$ cat config.mk
export PLATFORM = sky130hd
export DESIGN_NAME = ir_code_player
export DESIGN_NICKNAME = d
export VERILOG_FILES = /design/src/rtl/ir_pkg.sv /design/src/rtl/ir_carrier_gen.sv /design/src/rtl/ir_code_player.sv
export SDC_FILE = /design/constraint.sdc
export NUM_CORES = 1
export LEC_CHECK = 0
export CAP_MARGIN = 20
export CORE_ASPECT_RATIO = 0.8
export CORE_MARGIN = 4
export CORE_UTILIZATION = 31
export CTS_CLUSTER_SIZE = 28
export DETAILED_ROUTE_END_ITERATION = 12
export DONT_BUFFER_PORTS = 1
export PLACE_DENSITY = 0.47
export SYNTH_ARGS = -nofsm -noshare
export SYNTH_HDL_FRONTEND = slang
export SYNTH_HIERARCHICAL = 1
export SYNTH_SLANG_ARGS = --single-unit
$ cat constraint.sdc
create_clock -name clk -period 3 [get_ports clk]
set_input_delay 0.75 -clock clk [delete_from_list [all_inputs] [get_ports clk]]
set_output_delay 0.75 -clock clk [all_outputs]
set_load 0.01 [all_outputs]
$ cat src/rtl/ir_pkg.sv
// rtl/ir_pkg.sv - shared state encoding and ROM word layout for the IR code player
package ir_pkg;

    typedef enum logic [2:0] {
        ST_IDLE  = 3'd0,
        ST_HDR   = 3'd1,
        ST_FETCH = 3'd2,
        ST_PLAY  = 3'd3,
        ST_GAP   = 3'd4,
        ST_END   = 3'd5
    } state_e;

    // Flag bits sit directly above the DUR_W-bit payload; these are offsets from DUR_W.
    localparam int EOC_BIT = 0;
    localparam int EOT_BIT = 1;

    function automatic int rom_word_w(input int dur_w);
        return dur_w + 2;
    endfunction

endpackage

$ cat src/rtl/ir_carrier_gen.sv
// rtl/ir_carrier_gen.sv - square-wave carrier with programmable half-period
//
// Ports:
//   clk, rst_n     clock, asynchronous active-low reset
//   half_period_i  clocks per carrier half-cycle (must be >= 1)
//   restart_i      hold counter at zero with phase high
//   enable_i       advance the carrier
//   phase_o        current carrier phase
module ir_carrier_gen #(
    parameter int CDIV_W = 10
) (
    input  logic              clk,
    input  logic              rst_n,
    input  logic [CDIV_W-1:0] half_period_i,
    input  logic              restart_i,
    input  logic              enable_i,
    output logic              phase_o
);

    logic [CDIV_W-1:0] cnt_q;
    logic              phase_q;

    always_ff @(posedge clk or negedge rst_n) begin
        if (!rst_n) begin
            cnt_q   <= '0;
            phase_q <= 1'b0;
        end else if (restart_i) begin
            cnt_q   <= '0;
            phase_q <= 1'b1;
        end else if (enable_i) begin
            if (cnt_q == half_period_i - CDIV_W'(1)) begin
                cnt_q   <= '0;
                phase_q <= ~phase_q;
            end else begin
                cnt_q <= cnt_q + CDIV_W'(1);
            end
        end
    end

    assign phase_o = phase_q;

endmodule

$ cat src/rtl/ir_code_player.sv
// rtl/ir_code_player.sv - ROM-driven IR mark/space sequencer with per-code carrier
//
// Ports:
//   clk, rst_n    clock, asynchronous active-low reset
//   start         level; a rising edge starts playback from word 0
//   abort         stops playback; done pulses on the following cycle
//   rom_addr      code ROM address
//   rom_data      ROM word {eot, eoc, payload}, valid one cycle after rom_addr changes
//   ir_led        carrier-modulated IR output
//   activity_led  mirrors busy
//   busy          high outside IDLE
//   done          one-cycle pulse when playback ends
// Build option: IR_LOOP_EN - replay the table while start stays high.
module ir_code_player
    import ir_pkg::*;
#(
    parameter int ADDR_W    = 8,
    parameter int DUR_W     = 12,
    parameter int CDIV_W    = 10,
    parameter int TICK_DIV  = 10,
    parameter int GAP_TICKS = 25
) (
    input  logic                         clk,
    input  logic                         rst_n,
    input  logic                         start,
    input  logic                         abort,
    output logic [ADDR_W-1:0]            rom_addr,
    input  logic [rom_word_w(DUR_W)-1:0] rom_data,
    output logic                         ir_led,
    output logic                         activity_led,
    output logic                         busy,
    output logic                         done
);

    localparam int                TW        = (TICK_DIV > 1) ? $clog2(TICK_DIV) : 1;
    localparam logic [TW-1:0]     TICK_LAST = TW'(TICK_DIV - 1);
    localparam logic [ADDR_W-1:0] ADDR_LAST = {ADDR_W{1'b1}};
    localparam logic [DUR_W-1:0]  GAP_LOAD  = DUR_W'(GAP_TICKS);

    state_e            state_q, state_d;
    logic [ADDR_W-1:0] addr_q, addr_d;
    logic              start_q;
    logic              data_ok_q;
    logic [CDIV_W-1:0] h_q;
    logic              mark_q, eoc_q, eot_q;
    logic [DUR_W-1:0]  left_q;
    logic [TW-1:0]     tick_q;
    logic              ir_led_q, activity_q, busy_q, done_q;
    logic              phase;

    logic [DUR_W-1:0]  payload;
    logic [CDIV_W-1:0] hdr_h;
    logic              word_eoc, word_eot;
    logic              start_rise, tick_wrap, expire, loop_restart;

    assign payload    = rom_data[DUR_W-1:0];
    assign hdr_h      = rom_data[CDIV_W-1:0];
    assign word_eoc   = rom_data[DUR_W+EOC_BIT];
    assign word_eot   = rom_data[DUR_W+EOT_BIT];
    assign start_rise = start & ~start_q;
    assign tick_wrap  = (tick_q == TICK_LAST);
    // A zero load expires on the first cycle, which is how dur=0 elements are skipped.
    assign expire     = (left_q == '0) || (tick_wrap && (left_q == DUR_W'(1)));

`ifdef IR_LOOP_EN
    assign loop_restart = start;
`else
    assign loop_restart = 1'b0;
`endif

    always_comb begin
        state_d = state_q;
        addr_d  = addr_q;
        case (state_q)
            ST_IDLE: begin
                if (start_rise && !abort) begin
                    state_d = ST_HDR;
                    addr_d  = '0;
                end
            end
            ST_HDR, ST_FETCH: begin
                // data_ok_q marks the second cycle, when rom_data reflects rom_addr.
                if (data_ok_q) begin
                    state_d = (state_q == ST_HDR) ? ST_FETCH : ST_PLAY;
                    if (addr_q != ADDR_LAST) begin
                        addr_d = addr_q + ADDR_W'(1);
                    end
                end
            end
            ST_PLAY: begin
                if (expire) begin
                    if (eot_q) begin
                        if (loop_restart) begin
                            state_d = ST_HDR;
                            addr_d  = '0;
                        end else begin
                            state_d = ST_END;
                        end
                    end else if (eoc_q) begin
                        state_d = ST_GAP;
                    end else begin
                        state_d = ST_FETCH;
                    end
                end
            end
            ST_GAP: begin
                if (expire) begin
                    state_d = ST_HDR;
                end
            end
            ST_END: begin
                state_d = ST_IDLE;
                addr_d  = '0;
            end
            default: begin
                state_d = ST_IDLE;
                addr_d  = '0;
            end
        endcase
        if (abort && (state_q != ST_IDLE) && (state_q != ST_END)) begin
            state_d = ST_END;
            addr_d  = addr_q;
        end
    end

    always_ff @(posedge clk or negedge rst_n) begin
        if (!rst_n) begin
            state_q    <= ST_IDLE;
            addr_q     <= '0;
            start_q    <= 1'b0;
            data_ok_q  <= 1'b0;
            h_q        <= CDIV_W'(1);
            mark_q     <= 1'b1;
            eoc_q      <= 1'b0;
            eot_q      <= 1'b0;
            left_q     <= '0;
            tick_q     <= '0;
            ir_led_q   <= 1'b0;
            activity_q <= 1'b0;
            busy_q     <= 1'b0;
            done_q     <= 1'b0;
        end else begin
            state_q   <= state_d;
            addr_q    <= addr_d;
            start_q   <= start;
            data_ok_q <= ((state_q == ST_HDR) || (state_q == ST_FETCH))
                         && (state_d == state_q) && !data_ok_q;

            if ((state_q == ST_HDR) && data_ok_q) begin
                h_q <= (hdr_h == '0) ? CDIV_W'(1) : hdr_h;
            end

            if (state_d == ST_HDR) begin
                mark_q <= 1'b1;
            end else if ((state_q == ST_PLAY) && (state_d == ST_FETCH)) begin
                mark_q <= ~mark_q;
            end

            // One tick/duration counter serves both PLAY and GAP.
            if ((state_q == ST_FETCH) && data_ok_q) begin
                left_q <= payload;
                tick_q <= '0;
                eoc_q  <= word_eoc;
                eot_q  <= word_eot | (addr_q == ADDR_LAST);
            end else if ((state_q == ST_PLAY) && (state_d == ST_GAP)) begin
                left_q <= GAP_LOAD;
                tick_q <= '0;
            end else if ((state_q == ST_PLAY) || (state_q == ST_GAP)) begin
                if (tick_wrap) begin
                    tick_q <= '0;
                    if (left_q != '0) begin
                        left_q <= left_q - DUR_W'(1);
                    end
                end else begin
                    tick_q <= tick_q + TW'(1);
                end
            end

            ir_led_q   <= !abort && (state_q == ST_PLAY) && mark_q && phase && (left_q != '0);
            activity_q <= (state_d != ST_IDLE);
            busy_q     <= (state_d != ST_IDLE);
            done_q     <= (state_d == ST_END);
        end
    end

    ir_carrier_gen #(
        .CDIV_W(CDIV_W)
    ) u_carrier (
        .clk          (clk),
        .rst_n        (rst_n),
        .half_period_i(h_q),
        .restart_i    (state_q != ST_PLAY),
        .enable_i     (state_q == ST_PLAY),
        .phase_o      (phase)
    );

    assign rom_addr     = addr_q;
    assign ir_led       = ir_led_q;
    assign activity_led = activity_q;
    assign busy         = busy_q;
    assign done         = done_q;

endmodule

==> results of run 1 <==
==> final timing paths <==
check                       start                  to  slack, ps  cells after the start
setup / recovery           h_q[0]  u_carrier/cnt_q[2]        670                      7
hold / removal              rst_n              h_q[8]        140                      0
setup reg to reg           h_q[0]  u_carrier/cnt_q[2]        670                      7
hold reg to reg            mark_q              ir_led        520                      2
max in group asynchronous   rst_n              mark_q       2650                      0
min in group clk            start             start_q        480                      0
==> cell families after synthesis <==
kind of cell / count (synthesis)
xor+xnor: 26
buf+inv: 30
fa+ha+maj: 7
flops: 56
simple gates: 150
mux: 15
compound gates: 84
==> cell usage after synthesis, types with 6 or more instances <==
cell type	instances	area, um2
sky130_fd_sc_hd__nand3_1	10	50.1
sky130_fd_sc_hd__mux2_2	9	101
sky130_fd_sc_hd__xor2_1	14	123
sky130_fd_sc_hd__nor3_1	15	75.1
sky130_fd_sc_hd__ha_1	7	87.6
sky130_fd_sc_hd__xnor2_1	12	105
sky130_fd_sc_hd__nor2_1	38	143
sky130_fd_sc_hd__dfrtp_1	54	1350
sky130_fd_sc_hd__clkbuf_1	8	30.0
sky130_fd_sc_hd__nor2b_1	10	62.6
sky130_fd_sc_hd__inv_1	14	52.6
sky130_fd_sc_hd__o21ai_0	14	70.1
sky130_fd_sc_hd__nand2_1	26	97.6
sky130_fd_sc_hd__nor4_1	6	37.5
sky130_fd_sc_hd__a21oi_1	16	80.1
sky130_fd_sc_hd__buf_2	6	30.0
sky130_fd_sc_hd__mux2i_1	6	60.1
==> per-layer routing <==
metal | vias up | share of wire | wire (um)
li1 | 1327 | - | -
met1 | 1328 | 0.52 | 4290
met2 | 24 | 0.44 | 3670
met3 | 5 | 0.030 | 244
met4 | 0 | 0.0077 | 64
met5 | - | 0 | 0
==> sequential cells by signal, indices dropped and copies added (netlist names), 3 cells and up <==
signal           cells
tick_q               4
rom_addr             8
state_q              3
u_carrier/cnt_q     10
left_q              12
h_q                 10
==> power by group <==
group / internal (W) / total (W) / switching [W]
registers: 0.000918 / 0.00114 / 0.000224
logic: 0.000460 / 0.00100 / 0.000540
clock network: 0.000441 / 0.000718 / 0.000278
total: 0.00182 / 0.00286 / 0.00104
==> area by class of cell <==
class / count / area, um2 / share of cell area
multi-input combinational: 282 / 1920 / 0.513
inverter: 14 / 52.6 / 0.0140
sequential: 56 / 1400 / 0.374
clock inverter: 1 / 30.0 / 0.00801
tap: 144 / 180 / 0.0480
clock buffer: 7 / 153 / 0.0407
timing repair buffer: 1 / 7.51 / 0.00200
==> worst max-delay path, cell delays in order (launching register included) <==
cell                      delay, ps
sky130_fd_sc_hd__dfstp_2        570
sky130_fd_sc_hd__inv_1           50
sky130_fd_sc_hd__ha_1           250
sky130_fd_sc_hd__xnor2_1        210
sky130_fd_sc_hd__xnor2_1         90
sky130_fd_sc_hd__or4_4          520
sky130_fd_sc_hd__o31ai_4        410
sky130_fd_sc_hd__nor2_1         100
==> cell usage in the layout, fill, tap and decap left out, types with 5 or more instances in the layout <==
cell / instances
sky130_fd_sc_hd__dfrtp_1: 54
sky130_fd_sc_hd__nor2_1: 38
sky130_fd_sc_hd__nand2_1: 26
sky130_fd_sc_hd__a21oi_1: 16
sky130_fd_sc_hd__nor3_1: 15
sky130_fd_sc_hd__inv_1: 14
sky130_fd_sc_hd__o21ai_0: 14
sky130_fd_sc_hd__xor2_1: 14
sky130_fd_sc_hd__xnor2_1: 12
sky130_fd_sc_hd__nor2b_1: 10
sky130_fd_sc_hd__nand3_1: 10
sky130_fd_sc_hd__mux2_2: 9
sky130_fd_sc_hd__ha_1: 7
sky130_fd_sc_hd__nor4_1: 6
sky130_fd_sc_hd__mux2i_1: 6
sky130_fd_sc_hd__a211oi_1: 5
sky130_fd_sc_hd__a31oi_1: 5
sky130_fd_sc_hd__o31ai_1: 5
sky130_fd_sc_hd__clkbuf_16: 5
==> per-stage QoR <==
stage                     setup slack [ps]  cells  utilization  hold WS, ps  power (W)
after CTS                              644    505        0.344          130    0.00289
after global routing                   516    505        0.344          120    0.00308
after floorplan                        851    368            -          454    0.00196
after global placement                 732    497        0.328          456    0.00215
final                                  668    505        0.344          137    0.00286
after detailed placement               664    497        0.328          456    0.00216
==> run_summary.xml, run 1 <==
<?xml version="1.0" encoding="UTF-8"?>
<metrics>
  <group name="critical_path">
    <metric name="critical_path.max_fanout" unit="">8</metric>
    <metric name="timing.critical_path.arrival" unit="ps">2500</metric>
    <metric name="setup.worst_path.start_class" unit="">flop</metric>
    <metric name="critical_path_class" unit="">reg2reg</metric>
    <metric name="endpoint_kind" unit="">flop</metric>
    <metric name="cp_data_required_time" unit="ps">3170</metric>
  </group>
  <group name="final_layout">
    <metric name="final_layout_size_suffix_gt1_frac" unit="">0.102</metric>
    <metric name="final_net_count" unit="">385</metric>
    <metric name="final_area" unit="um2">3750</metric>
    <metric name="area_growth_syn_to_layout" unit="%">8.54</metric>
    <metric name="fillerInstances" unit="">1127</metric>
    <metric name="num_antenna_cells" unit="">0</metric>
  </group>
  <group name="timing">
    <metric name="finClkSkew" unit="ps">9.38</metric>
    <metric name="tightestPinTransition" unit="ps">623</metric>
    <metric name="setup-tns-final" unit="ps">0</metric>
    <metric name="hold_viol_final" unit="">0</metric>
    <metric name="slew_violations" unit="">0</metric>
    <metric name="maxSlewHeadroom" unit="">0.585</metric>
    <metric name="layout_worst_path_cycle_share" unit="">0.777</metric>
    <metric name="max_freq" unit="GHz">0.429</metric>
    <metric name="final_period_minus_worst_setup_slack" unit="ps">2330</metric>
    <metric name="setup_viol_count_final" unit="">0</metric>
    <metric name="grt_setup_unrepaired" unit="">no</metric>
  </group>
  <group name="drt">
    <metric name="drt_wl_total" unit="mm">8.27</metric>
    <metric name="via_per_instance_ratio" unit="">5.31</metric>
    <metric name="remaining_drc_errors" unit="">0</metric>
    <metric name="avgRoutedWirePerCell" unit="um">16.4</metric>
    <metric name="drt_iter0_markers" unit="">192</metric>
    <metric name="antenna_left" unit="">0</metric>
    <metric name="first_pass_iters" unit="">4</metric>
    <metric name="vias" unit="">2684</metric>
  </group>
  <group name="global_routing">
    <metric name="global_route_wire_length_before_repair" unit="mm">13.9</metric>
    <metric name="number_of_antenna_violations_at_the_first_check_in_global_routing" unit="">0</metric>
    <metric name="groute.layer.met2.usage" unit="">0.208</metric>
    <metric name="grt.met1_usage" unit="">0.193</metric>
    <metric name="grt_pass1_vias" unit="">2653</metric>
    <metric name="groute.layer.met3.usage" unit="">0.0282</metric>
    <metric name="grt_remaining_overflow" unit="">0</metric>
    <metric name="grt_max_degree" unit="">57</metric>
    <metric name="grt_util_overall" unit="">0.134</metric>
    <metric name="busiest_layer" unit="">met2</metric>
  </group>
  <group name="die">
    <metric name="fp-row-count" unit="">34</metric>
    <metric name="die_y" unit="um">102</metric>
    <metric name="die_w" unit="um">126</metric>
    <metric name="core_region_area" unit="um2">10900</metric>
    <metric name="floorplan.initialDensity" unit="">0.317</metric>
    <metric name="boundaryPins" unit="">30</metric>
    <metric name="dieArea" unit="um2">12900</metric>
  </group>
  <group name="yosys">
    <metric name="synth_enable_flop_cells" unit="">0</metric>
    <metric name="postSynthAreaPerCell" unit="um2">9.39</metric>
    <metric name="muxShareOfSynthArea" unit="">0.0467</metric>
    <metric name="post_synth_inst_count" unit="">368</metric>
    <metric name="ys_async_sr_fraction" unit="">1.00</metric>
    <metric name="synthSimpleGateAreaFrac" unit="">0.243</metric>
    <metric name="post_synth_xor_area_fraction" unit="">0.0659</metric>
    <metric name="synth_adder_area_share" unit="">0.0253</metric>
    <metric name="ys_seq_area_frac" unit="">0.406</metric>
    <metric name="main_combinational_cell_family_by_area_after_synthesis" unit="">simple AND/OR/NAND/NOR gates</metric>
    <metric name="synth_cell_types" unit="">68</metric>
    <metric name="syn_nets" unit="">393</metric>
    <metric name="synth_area" unit="um2">3460</metric>
    <metric name="ys_warn_count" unit="">6</metric>
    <metric name="ys_seq_elements" unit="">56</metric>
    <metric name="ys_dominant_reg_cell" unit="">sky130_fd_sc_hd__dfrtp_1</metric>
    <metric name="synth_compound_gate_area_share" unit="">0.176</metric>
  </group>
  <group name="placed_design">
    <metric name="port-buffer-count" unit="">0</metric>
    <metric name="placement.cell_area" unit="um2">3570</metric>
    <metric name="post-dp-hpwl" unit="mm">6.03</metric>
    <metric name="place.gp.congestion" unit="">0.779</metric>
  </group>
  <group name="cts">
    <metric name="hold_bufs_at_cts" unit="">0</metric>
    <metric name="cts.reportedPaths.clkPinSlew" unit="ps">80</metric>
    <metric name="max_h_tree_level" unit="">2</metric>
    <metric name="root_buffer" unit="">sky130_fd_sc_hd__clkbuf_16</metric>
    <metric name="cts_sinks" unit="">56</metric>
    <metric name="clk_latency" unit="ps">300</metric>
    <metric name="clockBufferDepth" unit="">2</metric>
    <metric name="cts.repair.resized" unit="">0</metric>
    <metric name="cts_made_buffers" unit="">5</metric>
    <metric name="cts_tree" unit="">yes</metric>
    <metric name="post_cts_setup_buffers" unit="">0</metric>
  </group>
  <group name="run">
    <metric name="maxCapViolCount" unit="">0</metric>
  </group>
  <group name="run_status">
    <metric name="status" unit="">completed</metric>
  </group>
  <group name="power_and_ir_drop">
    <metric name="max-vdd-ir-drop" unit="mV">0.380</metric>
    <metric name="power.leakage" unit="nW">1.55</metric>
    <metric name="cell_area_power_density" unit="nW/um2">762</metric>
  </group>
  <group name="worst_hold_path">
    <metric name="hold_path.class" unit="">in2async</metric>
  </group>
</metrics>
Power figures use the tool's default switching activity.
==> run 2, diff against run 1 <==
--- a/config.mk
+++ b/config.mk
@@ -12,7 +12,7 @@
 export CTS_CLUSTER_SIZE = 28
 export DETAILED_ROUTE_END_ITERATION = 12
 export DONT_BUFFER_PORTS = 1
-export PLACE_DENSITY = 0.47
+export PLACE_DENSITY = 0.48
 export SYNTH_ARGS = -nofsm -noshare
 export SYNTH_HDL_FRONTEND = slang
 export SYNTH_HIERARCHICAL = 1
==> constraint.sdc (replaced) <==
create_clock -name clk -period 2.14 [get_ports clk]
set_input_delay 0.535 -clock clk [delete_from_list [all_inputs] [get_ports clk]]
set_output_delay 0.535 -clock clk [all_outputs]
set_load 0.01 [all_outputs]
==> run 2 against run 1 <==
  * Sequential power grew 36%
  * Register-to-register slack got worse by 590 ps
  * Combinational power is 97% higher
  * Non-clock buffer count up 48
  * Sequential share of layout area decreased by 4.3 points
  * Cell area rose by 13%
  * Critical path depth is 3 higher
  * Maximum frequency grew 13%
  * Worst setup slack got worse by 590 ps
==> run_summary.xml, run 2 (same netlist as run 1, synthesis figures left out) <==
<?xml version="1.0" encoding="UTF-8"?>
<metrics>
  <group name="timing">
    <metric name="hold_viol_final" unit="">0</metric>
    <metric name="layout_worst_path_cycle_share" unit="">0.965</metric>
    <metric name="max_freq" unit="GHz">0.484</metric>
    <metric name="tightestPinTransition" unit="ps">461</metric>
    <metric name="grt_setup_unrepaired" unit="">yes</metric>
    <metric name="finClkSkew" unit="ps">8.12</metric>
    <metric name="setup_viol_count_final" unit="">0</metric>
    <metric name="maxSlewHeadroom" unit="">0.691</metric>
    <metric name="slew_violations" unit="">0</metric>
    <metric name="final_period_minus_worst_setup_slack" unit="ps">2070</metric>
  </group>
  <group name="final_layout">
    <metric name="area_growth_syn_to_layout" unit="%">22.9</metric>
    <metric name="final_layout_size_suffix_gt1_frac" unit="">0.257</metric>
    <metric name="top_register" unit="">left_q</metric>
    <metric name="num_antenna_cells" unit="">0</metric>
    <metric name="final_area" unit="um2">4250</metric>
    <metric name="final_cell_mix" unit="">53 x sky130_fd_sc_hd__dfrtp_1, 45 x sky130_fd_sc_hd__buf_4, 35 x sky130_fd_sc_hd__nor2_1, 26 x sky130_fd_sc_hd__nand2_1, 16 x sky130_fd_sc_hd__a21oi_1</metric>
    <metric name="largest_register_ff_count" unit="">12</metric>
    <metric name="final_common_cell" unit="">sky130_fd_sc_hd__dfrtp_1</metric>
    <metric name="fillerInstances" unit="">1116</metric>
    <metric name="final_net_count" unit="">433</metric>
    <metric name="largest_registers" unit="">left_q (12), h_q (10), u_carrier/cnt_q (10)</metric>
  </group>
  <group name="drt">
    <metric name="remaining_drc_errors" unit="">0</metric>
    <metric name="drt_wl_total" unit="mm">8.91</metric>
    <metric name="via_per_instance_ratio" unit="">5.13</metric>
    <metric name="avgRoutedWirePerCell" unit="um">16.1</metric>
    <metric name="drt_iter0_markers" unit="">186</metric>
    <metric name="vias" unit="">2839</metric>
    <metric name="antenna_left" unit="">0</metric>
    <metric name="first_pass_iters" unit="">6</metric>
  </group>
  <group name="die">
    <metric name="die_w" unit="um">126</metric>
    <metric name="fp-row-count" unit="">34</metric>
    <metric name="core_region_area" unit="um2">10900</metric>
    <metric name="die_y" unit="um">102</metric>
    <metric name="boundaryPins" unit="">30</metric>
    <metric name="dieArea" unit="um2">12900</metric>
    <metric name="floorplan.initialDensity" unit="">0.317</metric>
  </group>
  <group name="placed_design">
    <metric name="post-dp-hpwl" unit="mm">6.57</metric>
    <metric name="port-buffer-count" unit="">0</metric>
    <metric name="place.gp.congestion" unit="">0.799</metric>
    <metric name="placement.cell_area" unit="um2">3910</metric>
  </group>
  <group name="global_routing">
    <metric name="grt_util_overall" unit="">0.144</metric>
    <metric name="number_of_antenna_violations_at_the_first_check_in_global_routing" unit="">0</metric>
    <metric name="grt_max_degree" unit="">55</metric>
    <metric name="grt_pass1_vias" unit="">2903</metric>
    <metric name="grt_remaining_overflow" unit="">0</metric>
    <metric name="global_route_wire_length_before_repair" unit="mm">14.8</metric>
  </group>
  <group name="power_and_ir_drop">
    <metric name="power.leakage" unit="nW">1.80</metric>
    <metric name="max-vdd-ir-drop" unit="mV">0.456</metric>
    <metric name="cell_area_power_density" unit="nW/um2">1030</metric>
    <metric name="totalPowerFinal" unit="W">0.00439</metric>
  </group>
  <group name="cts">
    <metric name="cts.reportedPaths.clkPinSlew" unit="ps">80</metric>
    <metric name="cts_made_buffers" unit="">5</metric>
    <metric name="cts_sinks" unit="">56</metric>
    <metric name="clockBufferDepth" unit="">2</metric>
    <metric name="root_buffer" unit="">sky130_fd_sc_hd__clkbuf_16</metric>
    <metric name="max_h_tree_level" unit="">2</metric>
    <metric name="cts_tree" unit="">yes</metric>
    <metric name="clk_latency" unit="ps">300</metric>
  </group>
  <group name="critical_path">
    <metric name="reg2reg_from" unit="">h_q[0]</metric>
    <metric name="cp-startpoint" unit="">h_q[0]</metric>
    <metric name="reg2reg_depth" unit="">10</metric>
    <metric name="critPathSlowestCell" unit="">sky130_fd_sc_hd__dfstp_2</metric>
    <metric name="slowest_delay" unit="ps">540</metric>
    <metric name="critical_path_class" unit="">reg2reg</metric>
    <metric name="critical_path.max_fanout" unit="">5</metric>
    <metric name="crit_path_cell_trace" unit="">inv_2 &gt; ha_4 &gt; buf_6 &gt; nor3b_4 &gt; mux2i_1 &gt; o21ai_1 &gt; o211ai_1 &gt; o31ai_4 &gt; buf_6 &gt; nor2_1</metric>
    <metric name="setup.worst_path.start_class" unit="">flop</metric>
    <metric name="worst_setup_path_endpoint" unit="">u_carrier/cnt_q[5]</metric>
    <metric name="timing.critical_path.mode_cell" unit="">sky130_fd_sc_hd__buf_6</metric>
    <metric name="crit_family" unit="">compound AO/OA/AOI/OAI gates</metric>
    <metric name="crit_path_buffers_inverters" unit="">3</metric>
    <metric name="path_depth" unit="">10</metric>
    <metric name="endpoint_kind" unit="">flop</metric>
    <metric name="timing.rr.end" unit="">u_carrier/cnt_q[5]</metric>
    <metric name="rrSetupSlack" unit="ps">70</metric>
    <metric name="cp_data_required_time" unit="ps">2340</metric>
    <metric name="timing.critical_path.arrival" unit="ps">2260</metric>
  </group>
  <group name="worst_hold_path">
    <metric name="hold_path.class" unit="">in2async</metric>
  </group>
  <group name="run_status">
    <metric name="status" unit="">completed</metric>
  </group>
  <group name="run">
    <metric name="maxCapViolCount" unit="">0</metric>
  </group>
</metrics>
## run 2: changes by cell type in the layout (fill, tap and decap cells not counted), sizes merged
cell	previous run	this run
buf	1	49
bufinv	1	0
clkbuf	7	6
clkinvlp	0	2
## run 2: per-stage QoR
step	hold slack [ps]	setup WS, ps	setup TNS, ps	util	std cells
final	71.5	73.9	0	0.390	553
after global routing	48.6	-60.5	-453	0.390	553
after CTS	58.4	5.46	0	0.377	551
after detailed placement	242	-1.30	-2.54	0.359	542
after global placement	242	23.0	0	0.359	542
after floorplan	239	36.7	0	-	368
## run 2: layout make-up
type / instances / area, um2 / area share
sequential: 56 / 1410 / 0.331
timing repair buffer: 49 / 399 / 0.0940
tap: 144 / 180 / 0.0424
multi-input combinational: 282 / 2060 / 0.484
inverter: 14 / 52.6 / 0.0124
clock inverter: 2 / 15.0 / 0.00353
clock buffer: 6 / 139 / 0.0327
## run 2: how the worst min path moves through the flow
stage	depth (start not counted)	slack, ps	start	to
2_1_floorplan	0	240	rst_n	busy
4_1_cts	0	60	rst_n	h_q[0]
5_1_grt	0	50	rst_n	h_q[0]
3_5_place_dp	0	240	rst_n	h_q[6]
3_3_place_gp	0	240	rst_n	h_q[6]
6_report	0	70	rst_n	h_q[0]
## run 2: repair_timing
| item | 4_1_cts | 5_1_grt |
|---|---|---|
| endpoints found under the hold margin | 54 | 0 |
| gates resized for setup | 3 | 28 |
| pin swaps | 1 | 7 |
| hold buffers | 1 | 0 |
| buffers inserted | 0 | 2 |
| endpoints found under the setup margin | 9 | 19 |
| cloned | 0 | 0 |
## run 2: per-layer routing
layer,vias to the layer above,track usage,share of wire
li1,1425,-,-
met5,-,0,0
met4,0,0.0354,0.0095
met1,1371,0.207,0.50
met3,8,0.0366,0.046
met2,35,0.217,0.44
## run 2: power breakdown
| group | leakage [nW] | switching (W) | internal (W) | total [W] |
|---|---|---|---|---|
| combinational | 1.03 | 0.000998 | 0.000972 | 0.00197 |
| sequential | 0.703 | 0.000262 | 0.00129 | 0.00155 |
| clock | 0.0691 | 0.000399 | 0.000467 | 0.000866 |
==> run 3, diff against run 2 <==
--- a/config.mk
+++ b/config.mk
@@ -7,7 +7,7 @@
 export LEC_CHECK = 0
 export CAP_MARGIN = 20
 export CORE_ASPECT_RATIO = 0.8
-export CORE_MARGIN = 4
+export CORE_MARGIN = 1.5
 export CORE_UTILIZATION = 31
 export CTS_CLUSTER_SIZE = 28
 export DETAILED_ROUTE_END_ITERATION = 12
==> run 3 against run 2 <==
  * Die area shrank 8.7%
  * Global-route usage grew 1.4 points
  * Cell count shrank 1.3%
  * Critical endpoint is now u_carrier/cnt_q[9]
  * Largest power group unchanged
  * Highest routed layer unchanged
==> run_summary.xml, run 3 (same netlist as run 1, synthesis figures left out) <==
<?xml version="1.0" encoding="UTF-8"?>
<metrics>
  <group name="critical_path">
    <metric name="rrSetupSlack" unit="ps">50</metric>
    <metric name="timing.rr.end" unit="">u_carrier/cnt_q[9]</metric>
    <metric name="crit_family" unit="">simple AND/OR/NAND/NOR gates</metric>
    <metric name="setup.worst_path.start_class" unit="">flop</metric>
    <metric name="critPathSlowestCell" unit="">sky130_fd_sc_hd__dfstp_2</metric>
    <metric name="endpoint_kind" unit="">flop</metric>
    <metric name="cp_data_required_time" unit="ps">2340</metric>
    <metric name="reg2reg_from" unit="">h_q[0]</metric>
    <metric name="critical_path_class" unit="">reg2reg</metric>
    <metric name="timing.critical_path.arrival" unit="ps">2280</metric>
    <metric name="slowest_delay" unit="ps">540</metric>
    <metric name="critical_path.max_fanout" unit="">8</metric>
    <metric name="reg2reg_depth" unit="">8</metric>
    <metric name="crit_path_buffers_inverters" unit="">2</metric>
    <metric name="crit_path_cell_trace" unit="">inv_2 &gt; ha_4 &gt; xnor2_2 &gt; xnor2_1 &gt; or4_4 &gt; o31ai_4 &gt; buf_6 &gt; nor2_1</metric>
  </group>
  <group name="timing">
    <metric name="max_freq" unit="GHz">0.480</metric>
    <metric name="grt_setup_unrepaired" unit="">yes</metric>
    <metric name="slew_violations" unit="">0</metric>
    <metric name="finClkSkew" unit="ps">9.00</metric>
    <metric name="layout_worst_path_cycle_share" unit="">0.974</metric>
    <metric name="tightestPinTransition" unit="ps">508</metric>
    <metric name="final_period_minus_worst_setup_slack" unit="ps">2090</metric>
    <metric name="setup_viol_count_final" unit="">0</metric>
    <metric name="hold_viol_final" unit="">0</metric>
    <metric name="maxSlewHeadroom" unit="">0.661</metric>
  </group>
  <group name="cts">
    <metric name="cts_tree" unit="">yes</metric>
    <metric name="max_h_tree_level" unit="">2</metric>
    <metric name="root_buffer" unit="">sky130_fd_sc_hd__clkbuf_16</metric>
    <metric name="post_cts_setup_buffers" unit="">0</metric>
    <metric name="cts_sinks" unit="">56</metric>
    <metric name="cts_made_buffers" unit="">5</metric>
    <metric name="cts.reportedPaths.clkPinSlew" unit="ps">80</metric>
    <metric name="clockBufferDepth" unit="">2</metric>
    <metric name="clk_latency" unit="ps">300</metric>
  </group>
  <group name="drt">
    <metric name="via_per_instance_ratio" unit="">5.31</metric>
    <metric name="drt_iter0_markers" unit="">188</metric>
    <metric name="avgRoutedWirePerCell" unit="um">16.2</metric>
    <metric name="vias" unit="">2899</metric>
    <metric name="drt_wl_total" unit="mm">8.87</metric>
    <metric name="antenna_left" unit="">0</metric>
    <metric name="remaining_drc_errors" unit="">0</metric>
    <metric name="first_pass_iters" unit="">4</metric>
  </group>
  <group name="placed_design">
    <metric name="placement.cell_area" unit="um2">3870</metric>
    <metric name="port-buffer-count" unit="">0</metric>
    <metric name="place.gp.congestion" unit="">0.814</metric>
    <metric name="post-dp-hpwl" unit="mm">6.47</metric>
  </group>
  <group name="power_and_ir_drop">
    <metric name="max-vdd-ir-drop" unit="mV">0.547</metric>
    <metric name="cell_area_power_density" unit="nW/um2">1040</metric>
    <metric name="power.leakage" unit="nW">1.77</metric>
  </group>
  <group name="global_routing">
    <metric name="grt_remaining_overflow" unit="">0</metric>
    <metric name="grt.met1_usage" unit="">0.237</metric>
    <metric name="global_route_wire_length_before_repair" unit="mm">14.6</metric>
    <metric name="groute.layer.met2.usage" unit="">0.226</metric>
    <metric name="grt_util_overall" unit="">0.158</metric>
    <metric name="grt_pass1_vias" unit="">2794</metric>
    <metric name="grt_max_degree" unit="">55</metric>
    <metric name="busiest_layer" unit="">met1</metric>
    <metric name="groute.layer.met3.usage" unit="">0.0376</metric>
    <metric name="number_of_antenna_violations_at_the_first_check_in_global_routing" unit="">0</metric>
  </group>
  <group name="final_layout">
    <metric name="fillerInstances" unit="">1106</metric>
    <metric name="final_cell_mix" unit="">54 x sky130_fd_sc_hd__dfrtp_1, 38 x sky130_fd_sc_hd__buf_4, 37 x sky130_fd_sc_hd__nor2_1, 26 x sky130_fd_sc_hd__nand2_1, 16 x sky130_fd_sc_hd__a21oi_1</metric>
    <metric name="top_register" unit="">left_q</metric>
    <metric name="largest_registers" unit="">left_q (12), h_q (10), u_carrier/cnt_q (10)</metric>
    <metric name="final_common_cell" unit="">sky130_fd_sc_hd__dfrtp_1</metric>
    <metric name="final_area" unit="um2">4130</metric>
    <metric name="area_growth_syn_to_layout" unit="%">19.5</metric>
    <metric name="num_antenna_cells" unit="">0</metric>
    <metric name="final_layout_size_suffix_gt1_frac" unit="">0.224</metric>
    <metric name="final_net_count" unit="">426</metric>
    <metric name="multi_input_comb_area" unit="um2">2000</metric>
    <metric name="largest_register_ff_count" unit="">12</metric>
    <metric name="post-route-util" unit="">0.381</metric>
    <metric name="seq_area" unit="um2">1400</metric>
  </group>
  <group name="worst_hold_path">
    <metric name="hold_path.class" unit="">in2async</metric>
  </group>
  <group name="die">
    <metric name="core_region_area" unit="um2">10800</metric>
    <metric name="die_w" unit="um">121</metric>
    <metric name="boundaryPins" unit="">30</metric>
    <metric name="die_y" unit="um">97.4</metric>
    <metric name="dieArea" unit="um2">11800</metric>
    <metric name="floorplan.initialDensity" unit="">0.319</metric>
    <metric name="fp-row-count" unit="">34</metric>
  </group>
  <group name="run">
    <metric name="maxCapViolCount" unit="">0</metric>
  </group>
  <group name="run_status">
    <metric name="status" unit="">completed</metric>
  </group>
</metrics>
[run 3: what timing repair did]
item,4_1_cts,5_1_grt
setup endpoints to repair,0,17
hold endpoints to repair,54,0
gates resized for setup,0,20
hold buffers,1,0
[run 3: power breakdown]
part,internal [W],switching (W),leakage [nW]
combinational,0.000928,0.000978,0.988
clock,0.000440,0.000420,0.0742
sequential,0.00129,0.000238,0.704
[run 3: metal layers]
| metal | up-vias | wire [um] |
|---|---|---|
| met3 | 4 | 348 |
| met2 | 42 | 3840 |
| met4 | 0 | 54 |
| li1 | 1409 | - |
| met5 | - | 0 |
| met1 | 1444 | 4620 |
[run 3: final cells by class]
type	instances	area share
Multi-Input combinational cell	282	0.484
Clock inverter	3	0.00545
Sequential cell	56	0.340
Clock buffer	5	0.0303
Timing Repair Buffer	42	0.0839
Inverter	14	0.0127
Tap cell	144	0.0436
[run 3: worst max-delay path by stage]
stage                               endpoint  cells past startpoint  startpoint
final                     u_carrier/cnt_q[9]                      8      h_q[0]
after global routing                  mark_q                      8   left_q[1]
after CTS                 u_carrier/cnt_q[9]                      8      h_q[0]
after detailed placement  u_carrier/cnt_q[9]                      8      h_q[0]
after global placement                  done                      6   left_q[9]
after floorplan           u_carrier/cnt_q[2]                      7      h_q[0]
[run 3: metrics by stage]
stage	hold slack (ps)	std cells	total power, W	setup TNS [ps]	worst slack [ps]
finish	63.5	546	0.00429	0	55.0
detailed placement	242	537	0.00327	0	14.5
CTS	52.2	546	0.00419	0	2.84
floorplan	239	368	0.00275	0	36.7
global placement	242	537	0.00325	0	43.9
global route	45.1	546	0.00461	-12.8	-12.8
